File: config.mk
export PLATFORM = sky130hd
export DESIGN_NAME = legv8_cw_sequencer
export DESIGN_NICKNAME = d
export VERILOG_FILES = /design/src/rtl/legv8_cw_sequencer.sv
export SDC_FILE = /design/constraint.sdc
export NUM_CORES = 2
export LEC_CHECK = 0
export ABC_AREA = 1
export BUFFER_PORTS_ARGS = -buffer_cell sky130_fd_sc_hd__buf_2
export CAP_MARGIN = 25
export CORE_MARGIN = 4
export CORE_UTILIZATION = 45
export DETAILED_ROUTE_END_ITERATION = 16
export PLACE_DENSITY_LB_ADDON = 0.3
export SETUP_SLACK_MARGIN = 0.05
export SYNTH_ARGS = -nofsm -noshare
export SYNTH_HDL_FRONTEND = slang
export SYNTH_SLANG_ARGS = --single-unit
File: constraint.sdc
create_clock -name clock -period 8.8 [get_ports clock]
set_clock_uncertainty 0.15 [all_clocks]
set_input_delay 0.88 -clock clock [delete_from_list [all_inputs] [get_ports clock]]
set_output_delay 0.88 -clock clock [all_outputs]
set_load 0.01 [all_outputs]
File: src/rtl/legv8_cw_sequencer.sv
// ---------------------------------------------------------------------------
// legv8_cw_sequencer
//
// Purpose:
//   This is a program store of control words for the LEGv8 datapath. Each
//   entry holds a control word, a constant and two flags:
//     - last: the entry ends the program.
//     - wait: a stall may hold the entry.
//   While the sequencer is in IDLE, the control/test logic loads entries and
//   then issues start. The sequencer then issues one entry per clock, starting
//   at entry 0. It captures the datapath status flags in a one-cycle DONE state
//   when the program ends.
//
// Ports:
//   clock         rising-edge clock
//   reset         asynchronous active-high reset (the store is not reset)
//   load_en       write one program entry (accepted only in IDLE, and only
//                 when start is low)
//   load_addr     index of the entry to write
//   load_cw       control word for the entry
//   load_const    constant for the entry
//   load_last     entry ends the program
//   load_wait     stall may hold the entry
//   start         begin at entry 0 (accepted only in IDLE)
//   stall         memory not ready; holds an entry that has wait set
//   abort         return to IDLE at once, with no done pulse
//   status        datapath status flags
//   ControlWord   registered control word (0 = NOP when not running)
//   constant      registered constant
//   pc            index of the entry now on ControlWord
//   busy          high while running
//   done          one-cycle pulse at program completion
//   final_status  status captured at the completion edge
// ---------------------------------------------------------------------------
module legv8_cw_sequencer #(
  parameter int CW_WIDTH    = 32,
  parameter int CONST_WIDTH = 64,
  parameter int DEPTH       = 16,
  parameter int PC_W        = $clog2(DEPTH)
) (
  input  logic                   clock,
  input  logic                   reset,
  input  logic                   load_en,
  input  logic [PC_W-1:0]        load_addr,
  input  logic [CW_WIDTH-1:0]    load_cw,
  input  logic [CONST_WIDTH-1:0] load_const,
  input  logic                   load_last,
  input  logic                   load_wait,
  input  logic                   start,
  input  logic                   stall,
  input  logic                   abort,
  input  logic [3:0]             status,
  output logic [CW_WIDTH-1:0]    ControlWord,
  output logic [CONST_WIDTH-1:0] constant,
  output logic [PC_W-1:0]        pc,
  output logic                   busy,
  output logic                   done,
  output logic [3:0]             final_status
);

  typedef enum logic [1:0] {
    S_IDLE = 2'd0,
    S_RUN  = 2'd1,
    S_DONE = 2'd2
  } state_t;

  localparam logic [PC_W-1:0] PC_FIRST = '0;
  localparam logic [PC_W-1:0] PC_LAST  = PC_W'(DEPTH - 1);

  // Program store: no reset, so its contents survive a reset of the sequencer.
  logic [CW_WIDTH-1:0]    cw_mem    [DEPTH];
  logic [CONST_WIDTH-1:0] const_mem [DEPTH];
  logic                   last_mem  [DEPTH];
  logic                   wait_mem  [DEPTH];

  state_t                 state_q, state_d;
  logic [CW_WIDTH-1:0]    cw_q, cw_d;
  logic [CONST_WIDTH-1:0] const_q, const_d;
  logic [PC_W-1:0]        pc_q, pc_d;
  logic                   busy_q, busy_d;
  logic                   done_q, done_d;
  logic [3:0]             fstat_q, fstat_d;

  logic                   mem_we;
  logic [PC_W-1:0]        pc_next;
  logic                   cur_last;
  logic                   cur_wait;

  assign pc_next  = pc_q + PC_W'(1);
  assign cur_last = last_mem[pc_q];
  assign cur_wait = wait_mem[pc_q];

  // The write port is written by the control process, so an ignored load
  // (in RUN or DONE, or a load that loses to start) never touches the store.
  always_ff @(posedge clock) begin
    if (mem_we) begin
      cw_mem[load_addr]    <= load_cw;
      const_mem[load_addr] <= load_const;
      last_mem[load_addr]  <= load_last;
      wait_mem[load_addr]  <= load_wait;
    end
  end

  // State register and output registers.
  always_ff @(posedge clock or posedge reset) begin
    if (reset) begin
      state_q <= S_IDLE;
      cw_q    <= '0;
      const_q <= '0;
      pc_q    <= '0;
      busy_q  <= 1'b0;
      done_q  <= 1'b0;
      fstat_q <= '0;
    end else begin
      state_q <= state_d;
      cw_q    <= cw_d;
      const_q <= const_d;
      pc_q    <= pc_d;
      busy_q  <= busy_d;
      done_q  <= done_d;
      fstat_q <= fstat_d;
    end
  end

  // Next-state and next-output logic.
  always_comb begin
    state_d = state_q;
    cw_d    = cw_q;
    const_d = const_q;
    pc_d    = pc_q;
    busy_d  = busy_q;
    done_d  = 1'b0;
    fstat_d = fstat_q;
    mem_we  = 1'b0;

    case (state_q)
      S_IDLE: begin
        cw_d    = '0;
        const_d = '0;
        pc_d    = '0;
        busy_d  = 1'b0;
        if (start) begin
          // start beats a simultaneous load; entry 0 goes out right away.
          state_d = S_RUN;
          busy_d  = 1'b1;
          cw_d    = cw_mem[PC_FIRST];
          const_d = const_mem[PC_FIRST];
        end else if (load_en) begin
          mem_we = 1'b1;
        end
      end

      S_RUN: begin
        if (abort) begin
          state_d = S_IDLE;
          cw_d    = '0;
          const_d = '0;
          pc_d    = '0;
          busy_d  = 1'b0;
        end else if (cur_wait && stall) begin
          // Hold: pc, ControlWord and constant keep their values.
          state_d = S_RUN;
        end else if (cur_last || (pc_q == PC_LAST)) begin
          // Running off the end of the store also terminates the program;
          // pc never wraps to 0.
          state_d = S_DONE;
          cw_d    = '0;
          const_d = '0;
          pc_d    = '0;
          busy_d  = 1'b0;
          done_d  = 1'b1;
          fstat_d = status;
        end else begin
          pc_d    = pc_next;
          cw_d    = cw_mem[pc_next];
          const_d = const_mem[pc_next];
        end
      end

      S_DONE: begin
        // One cycle only; start arriving here is ignored.
        state_d = S_IDLE;
        cw_d    = '0;
        const_d = '0;
        pc_d    = '0;
        busy_d  = 1'b0;
      end

      default: begin
        state_d = S_IDLE;
        cw_d    = '0;
        const_d = '0;
        pc_d    = '0;
        busy_d  = 1'b0;
      end
    endcase
  end

  assign ControlWord  = cw_q;
  assign constant     = const_q;
  assign pc           = pc_q;
  assign busy         = busy_q;
  assign done         = done_q;
  assign final_status = fstat_q;

endmodule

### After elaboration in Yosys (flattened, before gate mapping)

Memories as Yosys holds them, arrays and structs flattened.
Cells that the tools add are included.

* add/sub/neg operators: 1
* equal/unequal tests: 6
* muxes and demuxes: 33
* bitwise gates (word level): 2
* reduce and logical (&&, ||, !) cells: 6

Operators with widths (count)
* 64-bit 2-to-1 mux: 4
* 32-bit 2-to-1 mux: 4
* 64-bit case mux with 2 select lines: 1
* 32-bit case mux with 2 select lines: 1
* 4-bit 2-to-1 mux: 4
* 1-bit 2-to-1 mux: 13
* 2-bit 2-to-1 mux: 4
* 3-bit != test, second input constant: 2
* 4-bit by 1-bit adder with 4-bit output, second input constant: 1
* 4-bit equality test, second input constant: 1
* 4-bit != test, second input constant: 1
* 2-bit case mux with 2 select lines: 1
* 2-bit AND reduction: 2
* 4-bit AND reduction: 1
* 2-bit by 1-bit equality test with 1-bit output, second input constant: 1
* 2-bit zero test: 1
* 2-bit != test, second input constant: 1
* 1-bit NOT: 2
* 1-bit case mux with 2 select lines: 1
* 1-bit logical AND: 1
* 1-bit logical OR: 1

* register bits: 108
* memory bits (writable): 1568
* input port bits: 112
* output and inout port bits: 106
* word-level logic and storage cells: 59
* memories kept: 4

Memory list
* const_mem: depth 16, width 64, read ports 2, clocked after memory_dff 0, write ports 1, RTL line 72 `logic [CONST_WIDTH-1:0] const_mem [DEPTH];`
* cw_mem: depth 16, width 32, read ports 2, clocked after memory_dff 0, write ports 1, RTL line 71 `logic [CW_WIDTH-1:0] cw_mem [DEPTH];`
* last_mem: depth 16, width 1, read ports 1, clocked after memory_dff 0, write ports 1, RTL line 73 `logic last_mem [DEPTH];`
* wait_mem: depth 16, width 1, read ports 1, clocked after memory_dff 0, write ports 1, RTL line 74 `logic wait_mem [DEPTH];`

### Longest topological paths before layout

* depth after elaboration: 6
* depth in mapped cells: 15
* gate-level depth less buffers: 12

### Least setup slack after synthesis

No wires, ideal clock.

* path type: input -> register
* start point: in start
* end point: mem const_mem[0][0], enable pin
* library setup time: 556 ps
* arrival: 5353 ps
* data required time: 8094 ps
* slack: 2741 ps
* stages: 3
* path buffers: 0
* cell sequence: and3b_1 -> nand3_1 -> nor2_1

* word-level cells in the longest chain between the ends: 4

Ends and longest elaborated chain
* start: declaration: RTL line 49 `input logic start,`
* 1-bit 2-to-1 mux: RTL line 142 `if (start) begin`
* 1-bit 2-to-1 mux: RTL line 136 `case (state_q)`
* 1-bit 2-to-1 mux: RTL line 96 `if (mem_we) begin`
* 1-bit 2-to-1 mux (not written as such): RTL line 98 `const_mem[load_addr] <= load_const;`
* end: declaration: RTL line 72

Every way passes these cells.

### Final worst setup path

* start point: reg pc_q[0], in the netlist pc[0]
* end point: reg const_q[56], in the netlist constant[56]

* word-level cells in the longest chain between the ends: 6
* elaborated cells between the ends (all ways): 12
* classes of those cells: 1 x add/sub; 2 x eq/ne; 4 x mux; 2 x reduce/logical; 3 x memory

Ends and longest elaborated chain
* start: declaration: RTL line 79 `logic [PC_W-1:0] pc_q, pc_d;`
* start signal: assignment: RTL line 118 `pc_q <= pc_d;`
* 4-bit by 1-bit adder with 4-bit output (tied with other cells): RTL line 89 `assign pc_next = pc_q + PC_W'(1);`
* memory read 16 x 64 bit or 1-bit logical OR (tied branches)
* 64-bit 2-to-1 mux: RTL line 163 `end else if (cur_last || (pc_q == PC_LAST)) begin`
* 64-bit 2-to-1 mux: RTL line 160 `end else if (cur_wait && stall) begin`
* 64-bit 2-to-1 mux: RTL line 154 `if (abort) begin`
* 64-bit case mux with 2 select lines: RTL line 136
* end signal: assignment: RTL line 117 `const_q <= const_d;`
* end: declaration: RTL line 78 `logic [CONST_WIDTH-1:0] const_q, const_d;`

Parallel ways exist; a longest one is shown, timed or not. The select of a mux whose other input is x is not followed.
A chain may end at the register's enable or synchronous reset.

==> reports/results.tsv <==
metric	value	unit
setup.worst_path.end	constant[56]$_DFFE_PP0P_	
start_util	45.5	%
die_w	398	um
ir_worst_vdd	0.207	mV
path_depth	15	
rsz0062_at_grt	false	
period_needed	5.12	ns
path_class	reg -> reg	
critical_path.max_fanout	259	
tightest_slew	1.35	ns
slowest_delay	0.86	ns
powerDensity	222	mW/mm2
grt_pass1_vias	43900	
cp-start-kind	flop	
rr_worst_depth	15	
synth_top_area_share	68.7	%
fmax	195	MHz
synthFlopType	edfxtp_1	
cts.sinks	1676	
r2r-end	constant[56]$_DFFE_PP0P_	
setup_tns	0	ns
cts-root-buf	clkbuf_16	
grt_max_degree	291	
wl_per_cell	22.4	um
clkTransAtPathRegs	0.06	ns
ys_warn_count	0	
fin_crit_sh	58.2	%
viasPerCell	5.47	
hp-class	in -> async	
netlist_area	0.0685	mm2
wirelength	188	mm
avgSynthCellArea	11.1	um2
fin_util	50.9	%
cts_setup_buffers	0	
crit_chain	buf_16 -> inv_16 -> buf_16 -> nand2_1 -> nand2_1 -> nand2_1 -> nand3_1 -> nand3_1 -> nand2_1 -> nand3_4 -> buf_16 -> inv_4 -> buf_4 -> nand2_1 -> nand2_1	
gp_congestion	0.741	
synth_area_leaders	edfxtp_1 69%, nand2_1 16%, nand3_1 7.9%	
cts.path.max_buffers	3	
drive_gt1_share	8.46	%
rows	142	
fillers	13000	
yosysMostFrequentCell	nand2_1	
synth_nets	6271	
path_buf_inv	6	
cts.htree.levels	4	
crit_start	pc[0]$_DFFE_PP0P_	
grt_pass1_wl	279	mm
ys_seq_area_share	72.7	%
drt_iter0_drc	4982	
die_h	398	um
synth_common_cells	2954 x nand2_1, 1568 x edfxtp_1, 1087 x nand3_1	
path_delay_family	buffers and inverters	
drv_slew	0	
final_hold_viol_count	0	
end_kind	flop	
grt_use_total	23.5	%
worstReg2RegStart	pc[0]$_DFFE_PP0P_	
synth-edff-count	1568	
core_area	0.150	mm2
maxCapViolCount	0	
synth_top_cell_by_area	edfxtp_1	
dr.pass1.iters	6	
worstPathRequired	9.37	ns
outcome	finished, final reports clean	
post_cts_resized	0	
slowest_stage	buf_4	
relSlewSlack	10.0	%
dieArea	0.159	mm2
areaGrowthSynthToFinish	11.9	%
insertion_delay	0.79	ns
dp_hpwl	81.5	mm
rrSetupSlack	3.68	ns
setup_viol	0	
cellLeakagePower	29.6	nW
top_level_ports	218	
synthDistinctLibCells	22	
vias	45900	
cp.arrival	5.69	ns
cts-hold-fix-buffers	0	
synth-async-reset-ratio	6.44	%
numPortBuffers	217	
syn_inst	6158	
gr-total-overflow	0	
synth-seq-cells	1676	
antenna_left	0	
cts_made_buffers	165	
cpMostUsedCell	nand2_1	
drc	0	
antenna_found_initial	44	
nets	6336	
tritoncts	done	
-- per-stage QoR --
stage | setup WS (ns) | power [W] | hold WS [ns] | std cells | area, um2
final | 3.68 | 0.0170 | 0.0336 | 8392 | 76600
after floorplan | 2.74 | 0.00975 | 0.354 | 6158 | 68500
after detailed placement | 3.17 | 0.0102 | 0.310 | 8068 | 71200
after CTS | 3.13 | 0.0171 | 0.0399 | 8369 | 76500
after global routing | 3.60 | 0.0176 | 0.0589 | 8380 | 76600
after global placement | 3.16 | 0.0102 | 0.305 | 8064 | 71100
-- placed cells by master (no fill, tap or decap), types with 2 or more instances in the layout --
cell	count
clkinv_4	3
buf_12	24
clkinv_1	22
clkinvlp_4	4
nand3_1	1087
nand2_1	2952
nor2_4	17
clkbuf_16	171
clkbuf_8	20
dfrtp_1	107
diode_2	19
nand2_4	2
edfxtp_1	1568
bufinv_16	10
clkinv_2	23
buf_4	26
buf_2	217
nand4_1	6
inv_1	28
inv_6	6
inv_4	2
clkbuf_1	44
buf_16	5
nor2_1	2
-- cell type report --
cell class / count / area, um2 / area share (%)
diodes: 19 / 47.5 / 0.0620
clock buffers: 235 / 4720 / 6.16
clock inverters: 66 / 589 / 0.769
inverters: 34 / 166 / 0.217
multi-input cells: 4074 / 16900 / 22.1
flip-flops and latches: 1676 / 49800 / 65.0
well taps: 2016 / 2520 / 3.29
repair buffers: 272 / 1900 / 2.48
-- flip-flops by register name, indices dropped and copies added, names as in the netlist, 2 cells and up --
name          cells
ControlWord      32
const_mem      1024
constant         64
cw_mem          512
final_status      4
last_mem         16
pc                4
state_q           2
wait_mem         16
-- routing by layer --
| metal | global-route usage, % | part of all wire [%] |
|---|---|---|
| met2 | 36.2 | 46 |
| met1 | 32.7 | 42 |
| met4 | 7.69 | 2.8 |
| met5 | 0 | 0.067 |
| met3 | 5.92 | 9.5 |
-- report_power, final --
| group | internal, W | switching (W) | total (W) |
|---|---|---|---|
| registers | 0.00882 | 0.0000739 | 0.00889 |
| logic | 0.000313 | 0.000858 | 0.00117 |
| clock network | 0.00402 | 0.00293 | 0.00694 |
-- kinds of logic (layout without fill, tap and decap cells) --
kind of cell | count (synthesis) | after routing | synth area share [%]
simple gates | 4070 | 4070 | 24.3
flops | 1676 | 1676 | 72.7
buf+inv | 408 | 607 | 2.92
compound gates | 2 | 2 | 0.0183
fa+ha+maj | 1 | 1 | 0.0183
xor+xnor | 1 | 1 | 0.0238
other cells | 0 | 19 | 0
-- worst min path at each step --
stage,from,to,slack [ns],cells after the start
global placement,busy$_DFFE_PP0P_,busy$_DFFE_PP0P_,0.30,2
global route,reset,constant[29]$_DFFE_PP0P_,0.06,2
floorplan,busy$_DFFE_PP0P_,busy$_DFFE_PP0P_,0.35,2
detailed placement,ControlWord[29]$_DFFE_PP0P_,ControlWord[29]$_DFFE_PP0P_,0.31,2
finish,reset,constant[29]$_DFFE_PP0P_,0.03,2
CTS,reset,final_status[3]$_DFFE_PP0P_,0.04,2
Power figures use the tool's default switching activity.
